==> config.mk <==
export PLATFORM = sky130hd
export DESIGN_NAME = clock_display_scan
export DESIGN_NICKNAME = d
export VERILOG_FILES = /design/src/rtl/clock_display_pkg.sv /design/src/rtl/bcd_to_7seg.sv /design/src/rtl/clock_display_scan.sv
export SDC_FILE = /design/constraint.sdc
export NUM_CORES = 1
export LEC_CHECK = 0
export BUFFER_PORTS_ARGS = -buffer_cell sky130_fd_sc_hd__buf_2
export CAP_MARGIN = 30
export CORE_MARGIN = 5
export CORE_UTILIZATION = 45
export DETAILED_ROUTE_END_ITERATION = 10
export PLACE_DENSITY = 0.62
export SYNTH_ARGS = -nofsm -noshare
export SYNTH_HDL_FRONTEND = slang
export SYNTH_SLANG_ARGS = --single-unit
==> constraint.sdc <==
create_clock -name clock -period 2.71 [get_ports clock]
set_input_delay 0.1355 -clock clock [delete_from_list [all_inputs] [get_ports clock]]
set_output_delay 0.1355 -clock clock [all_outputs]
set_load 0.01 [all_outputs]
==> src/rtl/clock_display_pkg.sv <==
// Shared types and constants for the multiplexed 7-segment clock display.
// Segment patterns are active-low, ordered {g,f,e,d,c,b,a}.
package clock_display_pkg;

    typedef logic [6:0] seg_t;

    localparam seg_t SEG_0    = 7'b1000000;
    localparam seg_t SEG_1    = 7'b1111001;
    localparam seg_t SEG_2    = 7'b0100100;
    localparam seg_t SEG_3    = 7'b0110000;
    localparam seg_t SEG_4    = 7'b0011001;
    localparam seg_t SEG_5    = 7'b0010010;
    localparam seg_t SEG_6    = 7'b0000010;
    localparam seg_t SEG_7    = 7'b1111000;
    localparam seg_t SEG_8    = 7'b0000000;
    localparam seg_t SEG_9    = 7'b0010000;
    localparam seg_t SEG_DASH = 7'b0111111;
    localparam seg_t SEG_OFF  = 7'b1111111;

    localparam logic [2:0] DIG_H1 = 3'd5;
    localparam logic [2:0] DIG_H0 = 3'd4;
    localparam logic [2:0] DIG_M1 = 3'd3;
    localparam logic [2:0] DIG_M0 = 3'd2;
    localparam logic [2:0] DIG_S1 = 3'd1;
    localparam logic [2:0] DIG_S0 = 3'd0;

    typedef enum logic {
        VISIBLE = 1'b0,
        DARK    = 1'b1
    } blink_state_t;

endpackage

==> src/rtl/bcd_to_7seg.sv <==
// Combinational BCD to active-low 7-segment decoder.
// Codes 10..15 light only segment g (a dash) to flag a bad digit.
module bcd_to_7seg
    import clock_display_pkg::*;
(
    input  logic [3:0] i_bcd,
    output seg_t       o_seg
);

    // Map each BCD code to its segment pattern
    always_comb begin
        o_seg = SEG_DASH;
        case (i_bcd)
            4'd0:    o_seg = SEG_0;
            4'd1:    o_seg = SEG_1;
            4'd2:    o_seg = SEG_2;
            4'd3:    o_seg = SEG_3;
            4'd4:    o_seg = SEG_4;
            4'd5:    o_seg = SEG_5;
            4'd6:    o_seg = SEG_6;
            4'd7:    o_seg = SEG_7;
            4'd8:    o_seg = SEG_8;
            4'd9:    o_seg = SEG_9;
            default: o_seg = SEG_DASH;
        endcase
    end

endmodule

==> src/rtl/clock_display_scan.sv <==
// Six-digit multiplexed display scanner for HH.MM.SS with per-frame
// snapshots, ghost blanking, separator dots and alarm blinking.
module clock_display_scan
    import clock_display_pkg::*;
#(
    parameter int SCAN_DIV     = 4,
    parameter int BLINK_FRAMES = 2
) (
    input  logic       clock,
    input  logic       reset,
    input  logic [1:0] H_in1,
    input  logic [3:0] H_in0,
    input  logic [3:0] M_in1,
    input  logic [3:0] M_in0,
    input  logic [3:0] S_in1,
    input  logic [3:0] S_in0,
    input  logic       Alarm,
    output logic [5:0] an,
    output seg_t       seg,
    output logic       dp
);

    localparam logic [7:0] PRE_MAX = 8'(SCAN_DIV - 1);
    localparam logic [3:0] BC_MAX  = 4'(BLINK_FRAMES - 1);

    logic [7:0]      r_pre;
    logic [2:0]      r_idx;
    logic [5:0][3:0] r_snap;
    logic [3:0]      r_bcnt;
    blink_state_t    r_state;

    logic [3:0]      w_bcnt_next;
    blink_state_t    w_state_next;
    logic            w_tick;
    logic            w_wrap;
    logic [3:0]      w_digit;
    seg_t            w_seg;
    logic            w_blank;
    logic [5:0]      w_an_lit;
    logic            w_sep;

    assign w_tick   = (r_pre == PRE_MAX);
    assign w_wrap   = w_tick && (r_idx == DIG_S0);
    assign w_digit  = r_snap[r_idx];
    assign w_blank  = (r_pre == 8'd0) || ((r_state == DARK) && Alarm);
    assign w_an_lit = ~(6'b000001 << r_idx);
    assign w_sep    = (r_idx == DIG_H0) || (r_idx == DIG_M0);

    bcd_to_7seg u_dec (
        .i_bcd (w_digit),
        .o_seg (w_seg)
    );

    // Prescaler: divides the clock down to one tick per digit slot
    always_ff @(posedge clock or posedge reset) begin
        if (reset) r_pre <= '0;
        else       r_pre <= w_tick ? 8'd0 : r_pre + 8'd1;
    end

    // Digit index walks leftmost to rightmost, one slot per tick
    always_ff @(posedge clock or posedge reset) begin
        if (reset)       r_idx <= DIG_H1;
        else if (w_tick) r_idx <= (r_idx == DIG_S0) ? DIG_H1 : r_idx - 3'd1;
    end

    // Latch a coherent time value at the end of every frame
    always_ff @(posedge clock or posedge reset) begin
        if (reset)       r_snap <= '0;
        else if (w_wrap) r_snap <= {{2'b00, H_in1}, H_in0, M_in1, M_in0, S_in1, S_in0};
    end

    // Blink FSM state register
    always_ff @(posedge clock or posedge reset) begin
        if (reset) begin
            r_state <= VISIBLE;
            r_bcnt  <= '0;
        end else begin
            r_state <= w_state_next;
            r_bcnt  <= w_bcnt_next;
        end
    end

    // Blink FSM: count frames while ringing, flip phase every BLINK_FRAMES
    always_comb begin
        w_state_next = r_state;
        w_bcnt_next  = r_bcnt;
        if (!Alarm) begin
            w_state_next = VISIBLE;
            w_bcnt_next  = '0;
        end else if (w_wrap) begin
            if (r_bcnt == BC_MAX) begin
                w_bcnt_next = '0;
                unique case (r_state)
                    VISIBLE: w_state_next = DARK;
                    DARK:    w_state_next = VISIBLE;
                endcase
            end else begin
                w_bcnt_next = r_bcnt + 4'd1;
            end
        end
    end

    // Registered display outputs, one cycle behind the scan state
    always_ff @(posedge clock or posedge reset) begin
        if (reset) begin
            an  <= 6'b111111;
            seg <= SEG_OFF;
            dp  <= 1'b1;
        end else begin
            an  <= w_blank ? 6'b111111 : w_an_lit;
            seg <= w_seg;
            dp  <= ~(~w_blank && w_sep);
        end
    end

endmodule

==> flow_metrics.tcl, run 1 <==
set metrics [dict create \
    r2r_slack_ns 0.36 \
    drv_slew 0 \
    clk_pin_slew_ns 0.10 \
    grt_pass1_vias 1530 \
    antenna-diode-count 0 \
    grt_usage_pct 12.72 \
    finalCritPeriodShare_pct 86.60 \
    ctsLongestPathBuffers 2 \
    crit_slowest_cell "dfstp_2" \
    die_w_microns 84.03 \
    grt_pass1_wl_microns 7376 \
    root_buffer "clkbuf_8" \
    cts_buffers 5 \
    synthesis.instances 195 \
    ys_seq_area_share_pct 53.58 \
    route.detailed.drc 0 \
    htree_levels 2 \
    ios 39 \
    tns_ns 0 \
    endpoint_kind "register" \
    hpwlAfterDp_microns 3062 \
    syn_to_final_growth_pct 14.82 \
    yosys.area.top_type "dfrtp_1" \
    worstSkewPairLatency_ns 0.30 \
    skew_ns 0.009282 \
    synthMuxAreaShare_pct 17.71 \
    synth_cell_types 41 \
    yosys-top-cells-count "dfrtp_1 (36), mux2_2 (26), dfstp_2 (16)" \
    critPathMostFrequentCell "inv_1" \
    stdcell_count 311 \
    cts_sinks 52 \
    synth_area_leaders "dfrtp_1 (37%), dfstp_2 (17%), mux2_2 (12%)" \
    antenna_found_initial 0 \
    wl_per_cell_microns 13.38 \
    drt_wl_total_microns 4161 \
    ys_seq_elements 52 \
    core_sq_um 5405 \
    start_util_pct 45.62 \
    p_leak_uw 0.001227 \
    syn_nets 230 \
    final_nets 273 \
    grt_max_degree 30 \
    die_area_sq_um 7061 \
    yosys_warnings 0 \
    rsz0062_at_grt "false" \
    nFillCells 485 \
    post_cts_buffers 0 \
    cp.required_ns 2.94 \
    synth_edf_count 0 \
    gp_congestion 0.7310 \
    synthesis.area_sq_um 2466 \
    firstDrtPassIters 4 \
    fmax_mhz 426.1 \
    synth_xor_area_share_pct 2.486 \
    synth-simple-area-share_pct 11.11 \
    maxCapViolCount 0 \
    synth_top_area_share_pct 36.53 \
    path_cells "mux4_2, a22o_2, inv_1, ha_1, inv_1, mux2i_1, a21oi_1" \
    crit_type "reg2reg" \
    synth_top_family_by_area "multiplexers" \
    synth.avg_cell_area_sq_um 12.65 \
    drive_gt1_share_pct 42.26 \
    io_buffers 38 \
    fp-row-count 27 \
    synth_fa_ha_area_share_pct 5.074 \
    cts_tree "done" \
    ir_drop_mv 0.2961 \
    die_h_microns 84.03 \
    max_stage_delay_ns 0.77 \
    power_density_nw_per_um2 480.7 \
    postRouteAntennaNets 0 \
    start_kind "register" \
    synthArstFlopShare_pct 100.0 \
    ys.flop_type "dfrtp_1" \
    design_area_sq_um 2831 \
    final-setup-viol-count 0 \
    crit_fanout 15 \
    relSlewSlack_pct 66.18 \
    synth_most_common_cell "dfrtp_1" \
    via_per_inst 4.859 \
    worstMarginPinSlew_ns 0.5054 \
    grt-ovfl-total 0 \
    period_needed_ns 2.347 \
    post_dp_cell_area_sq_um 2733 \
    status "finished, final reports clean" \
    vias 1511 \
    hold_viol_final 0 \
    hp-class "in2reg" \
    place_inst 302 \
    drt_iter0_markers 33 \
    cp.arrival_ns 2.58 \
    synth_compound_area_share_pct 6.443 \
]
[cells by family (layout without fill, tap and decap cells)]
| kind of cell | after synthesis | in the layout |
|---|---|---|
| compound gates | 22 | 22 |
| flops | 52 | 52 |
| mux | 37 | 37 |
| xor+xnor | 7 | 7 |
| buf+inv | 19 | 63 |
| simple gates | 48 | 48 |
| fa+ha+maj | 10 | 10 |
[registers in the layout, summed over array words and instances, names as in the netlist]
register and cells:
r_snap 22, r_pre 8, r_state 1, dp 1, seg 7, an 6, r_idx 3, r_bcnt 4
[worst max-delay path, delay by kind of cell, from the launching register on]
kind	cells	cell delay, ns
muxes	2	0.62
adders and majority gates	1	0.24
DFF	1	0.77
buffers and inverters	2	0.20
AOI/OAI and AO/OA	2	0.44
[timing repair]
| item | 4_1_cts | 5_1_grt |
|---|---|---|
| hold endpoints to repair | 10 | 0 |
| hold buffers | 1 | 0 |
| resized for setup | 0 | 0 |
[per-stage QoR]
| stage | utilization [%] | setup slack (ns) | power, uW | hold slack, ns |
|---|---|---|---|---|
| floorplan | - | 0.5401 | 894.6 | 0.2641 |
| global placement | 50.56 | 0.4555 | 937.5 | 0.1800 |
| detailed placement | 50.56 | 0.3888 | 938.0 | 0.1772 |
| CTS | 52.38 | 0.3484 | 1380 | 0.04936 |
| global route | 52.38 | 0.2137 | 1426 | 0.03883 |
| finish | 52.38 | 0.3630 | 1361 | 0.05496 |
[cell type report]
type	instances	area [sq um]	share of cell area [%]
Clock buffer	6	72.57	2.563
Clock inverter	2	16.27	0.5745
Inverter	12	45.04	1.591
Multi-Input combinational cell	124	1056	37.30
Sequential cell	52	1321	46.66
Tap cell	72	90.09	3.182
Timing Repair Buffer	43	230.2	8.131
[cell usage in the layout (no fill, tap or decap), types with 2 or more instances in the layout]
cell,Yosys,layout
a21oi_1,7,7
a221oi_1,2,2
and2_1,3,3
and3_1,2,2
buf_2,2,38
buf_4,2,4
clkbuf_8,0,5
dfrtp_1,36,36
dfstp_2,16,16
ha_1,10,10
inv_1,12,11
mux2_2,26,26
mux2i_1,8,8
nand2_1,10,10
nand2b_1,3,3
nand3_1,6,6
nor2_1,7,7
nor2b_1,5,5
nor3_1,4,4
o21ai_0,4,4
or3_1,2,2
xnor2_1,7,7
[path summary, 6_finish.rpt]
kind | to | startpoint | cells after the start
worst max-delay path | seg[3] | r_idx[0] | 7
worst min-delay path | r_snap[2] | S_in0[2] | 2
worst max register to register | seg[3] | r_idx[0] | 7
worst min register to register | r_pre[7] | r_pre[7] | 1
max in group asynchronous | seg[4] | reset | 4
min in group asynchronous | r_bcnt[0] | reset | 3
[per-layer routing]
layer  global-route usage, %  share of wire, %
met3                   3.751               4.6
met4                   3.509               1.2
met1                   18.37                51
met2                   18.51                43
met5                       0                 0
[report_power, final]
part	leakage [uW]	switching [uW]	total, uW	internal [uW]
registers	0.000615	10.4	818	808
clock network	0.0000414	255	439	184
logic	0.000570	52.8	104	51.1
Power figures use the tool's default switching activity.
==> inputs of run 2 (changes only) <==
- CELL_PAD_IN_SITES_DETAIL_PLACEMENT: unset -> 0
- CELL_PAD_IN_SITES_GLOBAL_PLACEMENT: unset -> 1
- CTS_CLUSTER_SIZE: unset -> 40
- PLACE_DENSITY: 0.62 -> 0.75
==> run 2 against run 1 <==
Worst setup slack better by 0.027 ns; routed wire length is 2.2% higher; design area increased by 1.5%; clock-buffer cell count fell by 1; sequential power barely moved; via count up 1.2%; core utilization grew 0.79 points; fmax increased by 1.2%; clock skew fell by 0.0025 ns; critical path type unchanged; largest power group unchanged.
==> flow_metrics.tcl, run 2 (synthesized netlist as in run 1, its figures left out) <==
set metrics [dict create \
    io_buffers 38 \
    htree_levels 2 \
    die_area_sq_um 7061 \
    clkPwrFrac_pct 36.1 \
    die_h_microns 84.03 \
    grt_max_degree 29 \
    cts_tree "done" \
    ctsLongestPathBuffers 2 \
    crit_fanout 15 \
    die_w_microns 84.03 \
    cp.arrival_ns 2.55 \
    drive_gt1_share_pct 42.92 \
    maxCapViolCount 0 \
    top_regs "r_snap: 22 flops, r_pre: 8 flops, seg: 7 flops" \
    antenna_found_initial 0 \
    hold_viol_final 0 \
    grt_pass1_vias 1593 \
    final_common_cell "buf_2" \
    highest_layer "met4" \
    layout_common_cells "buf_2 (38), dfrtp_1 (36), mux2_2 (26)" \
    cp.required_ns 2.94 \
    relSlewSlack_pct 67.77 \
    met2_length_microns 1968 \
    power_frac_comb_pct 7.4 \
    fin_hold_ws_ns 0.05787 \
    p_sw_share_pct 21.64 \
    firstDrtPassIters 4 \
    hp-class "in2reg" \
    status "finished, final reports clean" \
    clk_pin_slew_ns 0.09 \
    fp-row-count 27 \
    worstMarginPinSlew_ns 0.4820 \
    rsz0062_at_grt "false" \
    crit_slowest_cell "dfstp_2" \
    max_stage_delay_ns 0.77 \
    via_per_inst 4.901 \
    p_int_uw 1135 \
    power_density_nw_per_um2 503.9 \
    drt_wl_total_microns 4251 \
    met3_length_microns 219 \
    period_needed_ns 2.320 \
    fmax_mhz 431.1 \
    wl_met1_microns 2023 \
    skew_ns 0.006795 \
    finalCritPeriodShare_pct 85.60 \
    wl_per_cell_microns 13.63 \
    syn_to_final_growth_pct 16.54 \
    antenna-diode-count 0 \
    root_buffer "clkbuf_8" \
    core_sq_um 5405 \
    start_kind "register" \
    ir_drop_mv 0.3443 \
    largest_register "r_snap" \
    start_util_pct 45.62 \
    grt_pass1_wl_microns 7603 \
    drt_iter0_markers 60 \
    tns_ns 0 \
    seqPwrFrac_pct 56.5 \
    postRouteAntennaNets 0 \
    endpoint_kind "register" \
    largest_reg_flops 22 \
    crit_type "reg2reg" \
    drv_slew 0 \
    route.detailed.drc 0 \
    cts_sinks 52 \
    vias 1529 \
    critPathMostFrequentCell "inv_1" \
    cts_buffers 5 \
    hpwlAfterDp_microns 3185 \
    grt_usage_pct 13.21 \
    worstSkewPairLatency_ns 0.30 \
    final-setup-viol-count 0 \
    gp_congestion 0.7484 \
    ios 39 \
    switching_power_uw 313.3 \
    final_nets 274 \
    p_leak_uw 0.001249 \
    path_cells "mux4_2, a22o_2, inv_1, ha_1, inv_1, mux2i_1, a21oi_1" \
    grt-ovfl-total 0 \
]
==> run 2: worst paths after layout <==
kind | startpoint | endpoint | slack (ns) | depth (start not counted)
worst min register to register | r_pre[7] | r_pre[7] | 0.48 | 1
min in group asynchronous | reset | r_snap[10] | 0.37 | 3
worst min-delay path | M_in1[1] | r_snap[13] | 0.06 | 2
worst max register to register | r_idx[0] | seg[3] | 0.39 | 7
worst max-delay path | r_idx[0] | seg[3] | 0.39 | 7
max in group asynchronous | reset | an[1] | 1.62 | 5
==> run 2: metal layers <==
metal / up-vias / track usage (%)
li1: 763 / -
met2: 30 / 21.09
met5: - / 0
met4: 0 / 3.947
met1: 731 / 17.03
met3: 5 / 4.344
==> run 2: power by group through the flow <==
stage | Sequential [uW] | Combinational, uW | Clock, uW
5_1_grt | 821 | 121 | 577
3_3_place_gp | 833 | 104 | 0
3_5_place_dp | 832 | 109 | 0
2_1_floorplan | 834 | 60.2 | 0
6_report | 818 | 107 | 523
4_1_cts | 818 | 110 | 540
==> run 2: cell type report <==
| class | count | area (sq um) |
|---|---|---|
| Fill cell | 499 | 2531 |
| Sequential cell | 52 | 1321 |
| Multi-Input combinational cell | 124 | 1056 |
| Timing Repair Buffer | 44 | 250.2 |
| Tap cell | 72 | 90.09 |
| Clock buffer | 5 | 68.82 |
| Inverter | 12 | 45.04 |
| Clock inverter | 3 | 42.54 |
==> run 2: through the flow <==
stage | cell area (sq um) | total power [uW] | std cells | util [%] | setup slack [ns]
after floorplan | 2466 | 894.6 | 195 | - | 0.5401
after global placement | 2733 | 937.2 | 302 | 50.56 | 0.4627
after detailed placement | 2753 | 940.9 | 303 | 50.93 | 0.4072
after CTS | 2874 | 1468 | 312 | 53.17 | 0.3795
after global routing | 2874 | 1518 | 312 | 53.17 | 0.2410
final | 2874 | 1448 | 312 | 53.17 | 0.3901
==> run 2: timing repair <==
action                                 4_1_cts  5_1_grt
endpoints found under the hold margin       13        0
buffers inserted                             0        0
gates resized for setup                      0        0
hold buffers                                 1        0
==> run 2: worst max-delay path: cells and delay by family, from the launching register on <==
| family | cells | cell delay (ns) |
|---|---|---|
| buf+inv | 2 | 0.19 |
| fa+ha+maj | 1 | 0.23 |
| mux | 2 | 0.62 |
| compound gates | 2 | 0.44 |
| flops | 1 | 0.77 |
==> inputs of run 3 (changes only) <==
- CORE_UTILIZATION: 45 -> 41
- PLACE_DENSITY: 0.75 -> 0.72
- clock period: 2.71 -> 2 ns (I/O delays scaled with it)
==> run 3 against run 2 <==
First-iteration DRC count decreased by 3.3%; worst setup slack got worse by 0.39 ns; routed wire length increased by 3.0%; register-to-register slack got worse by 0.39 ns; via count increased by 2.3%; the flow now finishes with violations (setup timing); die area increased by 8.6%; non-clock buffer count increased by 10; highest routed layer unchanged; sequential cell count unchanged.
==> flow_metrics.tcl, run 3 (synthesized netlist as in run 1, its figures left out) <==
set metrics [dict create \
    status "complete, but fails checks" \
    violations "setup timing" \
    cts_tree "done" \
    largest_register "r_snap" \
    switching_power_uw 440.2 \
    gp_congestion 0.7248 \
    cp_top_family "flip-flops" \
    htree_levels 2 \
    fin_hold_ws_ns 0.01584 \
    vias 1564 \
    final_common_cell "buf_2" \
    core_sq_um 5886 \
    clk_pin_slew_ns 0.10 \
    start_util_pct 41.90 \
    endpoint_kind "register" \
    die_w_microns 87.56 \
    via_per_inst 4.812 \
    skew_ns 0.01513 \
    final-setup-viol-count 1 \
    period_needed_ns 2.001 \
    power_uw 1870 \
    layout_common_cells "buf_2 (38), dfrtp_1 (36), mux2_2 (26)" \
    grt_max_degree 34 \
    cp.arrival_ns 2.24 \
    rsz0062_at_grt "true" \
    tns_ns -0.001028 \
    worstSkewPairLatency_ns 0.31 \
    drive_gt1_share_pct 46.80 \
    die_h_microns 87.56 \
    ios 39 \
    drv_slew 0 \
    power_density_nw_per_um2 624.4 \
    relSlewSlack_pct 65.00 \
    hold_viol_final 0 \
    grt_pass1_wl_microns 7465 \
    clkPwrFrac_pct 31.8 \
    antenna_found_initial 0 \
    p_sw_share_pct 23.54 \
    postRouteAntennaNets 0 \
    stdcell_count 325 \
    largest_reg_flops 22 \
    worst_slack_ns -0.001028 \
    fp-row-count 28 \
    seqPwrFrac_pct 59.3 \
    max_stage_delay_ns 0.59 \
    crit_fanout 4 \
    hp-class "in2reg" \
    antenna-diode-count 0 \
    firstDrtPassIters 5 \
    place_inst 311 \
    hpwlAfterDp_microns 3200 \
    crit_buf_inv 2 \
    cts_sinks 52 \
    crit_slowest_cell "dfstp_2" \
    top_regs "r_snap: 22 flops, r_pre: 8 flops, seg: 7 flops" \
    fmax_mhz 499.7 \
    cts_buffers 5 \
    cp.required_ns 2.24 \
    final_nets 284 \
    path_cells "mux4_2, a22o_4, inv_4, ha_4, inv_2, mux2i_1, a21oi_1" \
    drt_wl_total_microns 4378 \
    power_frac_comb_pct 8.8 \
    route.detailed.drc 0 \
    maxCapViolCount 0 \
    root_buffer "clkbuf_8" \
    worstMarginPinSlew_ns 0.5231 \
    nFillCells 520 \
    p_int_uw 1430 \
    ir_drop_mv 0.2818 \
    p_leak_uw 0.001297 \
    ctsLongestPathBuffers 2 \
    start_kind "register" \
    die_area_sq_um 7666 \
    syn_to_final_growth_pct 21.46 \
    grt-ovfl-total 0 \
    drt_iter0_markers 58 \
    grt_pass1_vias 1533 \
    crit_type "reg2reg" \
    grt_usage_pct 12.59 \
    finalCritPeriodShare_pct 100.1 \
    wl_per_cell_microns 13.47 \
    io_buffers 38 \
]
-- run 3: cell types whose count changed in the layout (fill, tap and decap cells not counted), moves of 2 or more --
cell and delta:
buf_12 +2, buf_4 +5, dlygate4sd3_1 +3, inv_1 -3, inv_2 +2
-- run 3: area by class of cell --
| cell class | instances | area, sq um | area share (%) |
|---|---|---|---|
| clock buffers | 5 | 68.82 | 2.297 |
| clock inverters | 3 | 21.27 | 0.7101 |
| inverters | 12 | 47.55 | 1.587 |
| multi-input cells | 124 | 1085 | 36.22 |
| flip-flops and latches | 52 | 1321 | 44.11 |
| well taps | 75 | 93.84 | 3.133 |
| repair buffers | 54 | 357.8 | 11.95 |
-- run 3: worst paths after layout --
| kind | start | endpoint | slack [ns] | cells past startpoint |
|---|---|---|---|---|
| worst max-delay path | r_idx[0] | seg[3] | -0.001 | 7 |
| worst min-delay path | H_in0[1] | r_snap[17] | 0.02 | 2 |
| worst max register to register | r_idx[0] | seg[3] | -0.001 | 7 |
| worst min register to register | r_pre[7] | r_pre[7] | 0.48 | 1 |
| max in group asynchronous | reset | an[1] | 1.06 | 4 |
| min in group asynchronous | reset | r_snap[19] | 0.34 | 3 |
-- run 3: worst register-to-register path, delay by kind of cell, from the launching register on --
| family | cells | cell delay, ns |
|---|---|---|
| adder cells (fa/ha/maj) | 1 | 0.20 |
| multiplexers | 2 | 0.58 |
| AO/OA/AOI/OAI | 2 | 0.43 |
| flip-flops | 1 | 0.59 |
| buffers and inverters | 2 | 0.13 |
-- run 3: what timing repair did --
item / 4_1_cts / 5_1_grt
hold endpoints to repair: 17 / 2
endpoints found under the setup margin: 4 / 7
pin swaps: 4 / 4
hold buffers: 2 / 2
resized for setup: 2 / 5
cloned: 0 / 0
setup buffers: 2 / 0
-- run 3: stage by stage --
| step | setup WS, ns | utilization [%] | area, sq um |
|---|---|---|---|
| after CTS | -0.01402 | 50.43 | 2968 |
| final | -0.001028 | 50.89 | 2995 |
| after detailed placement | -0.002239 | 47.94 | 2821 |
| after floorplan | 0.001516 | - | 2481 |
| after global routing | -0.07814 | 50.89 | 2995 |
| after global placement | 0.01641 | 47.94 | 2821 |
-- run 3: power by group through the flow --
stage / Sequential, uW / Combinational [uW] / Clock [uW]
after floorplan: 1130 / 82.9 / 0
after global placement: 1130 / 149 / 0
after detailed placement: 1130 / 150 / 0
after CTS: 1110 / 162 / 627
after global routing: 1110 / 185 / 672
final: 1110 / 166 / 595
-- run 3: per-layer routing --
metal	GRT usage, %	routed length (microns)	up-vias
met3	3.857	274	4
met4	4.184	53	0
met2	17.26	1821	38
met1	18.86	2228	742
met5	0	0	-
li1	-	-	780
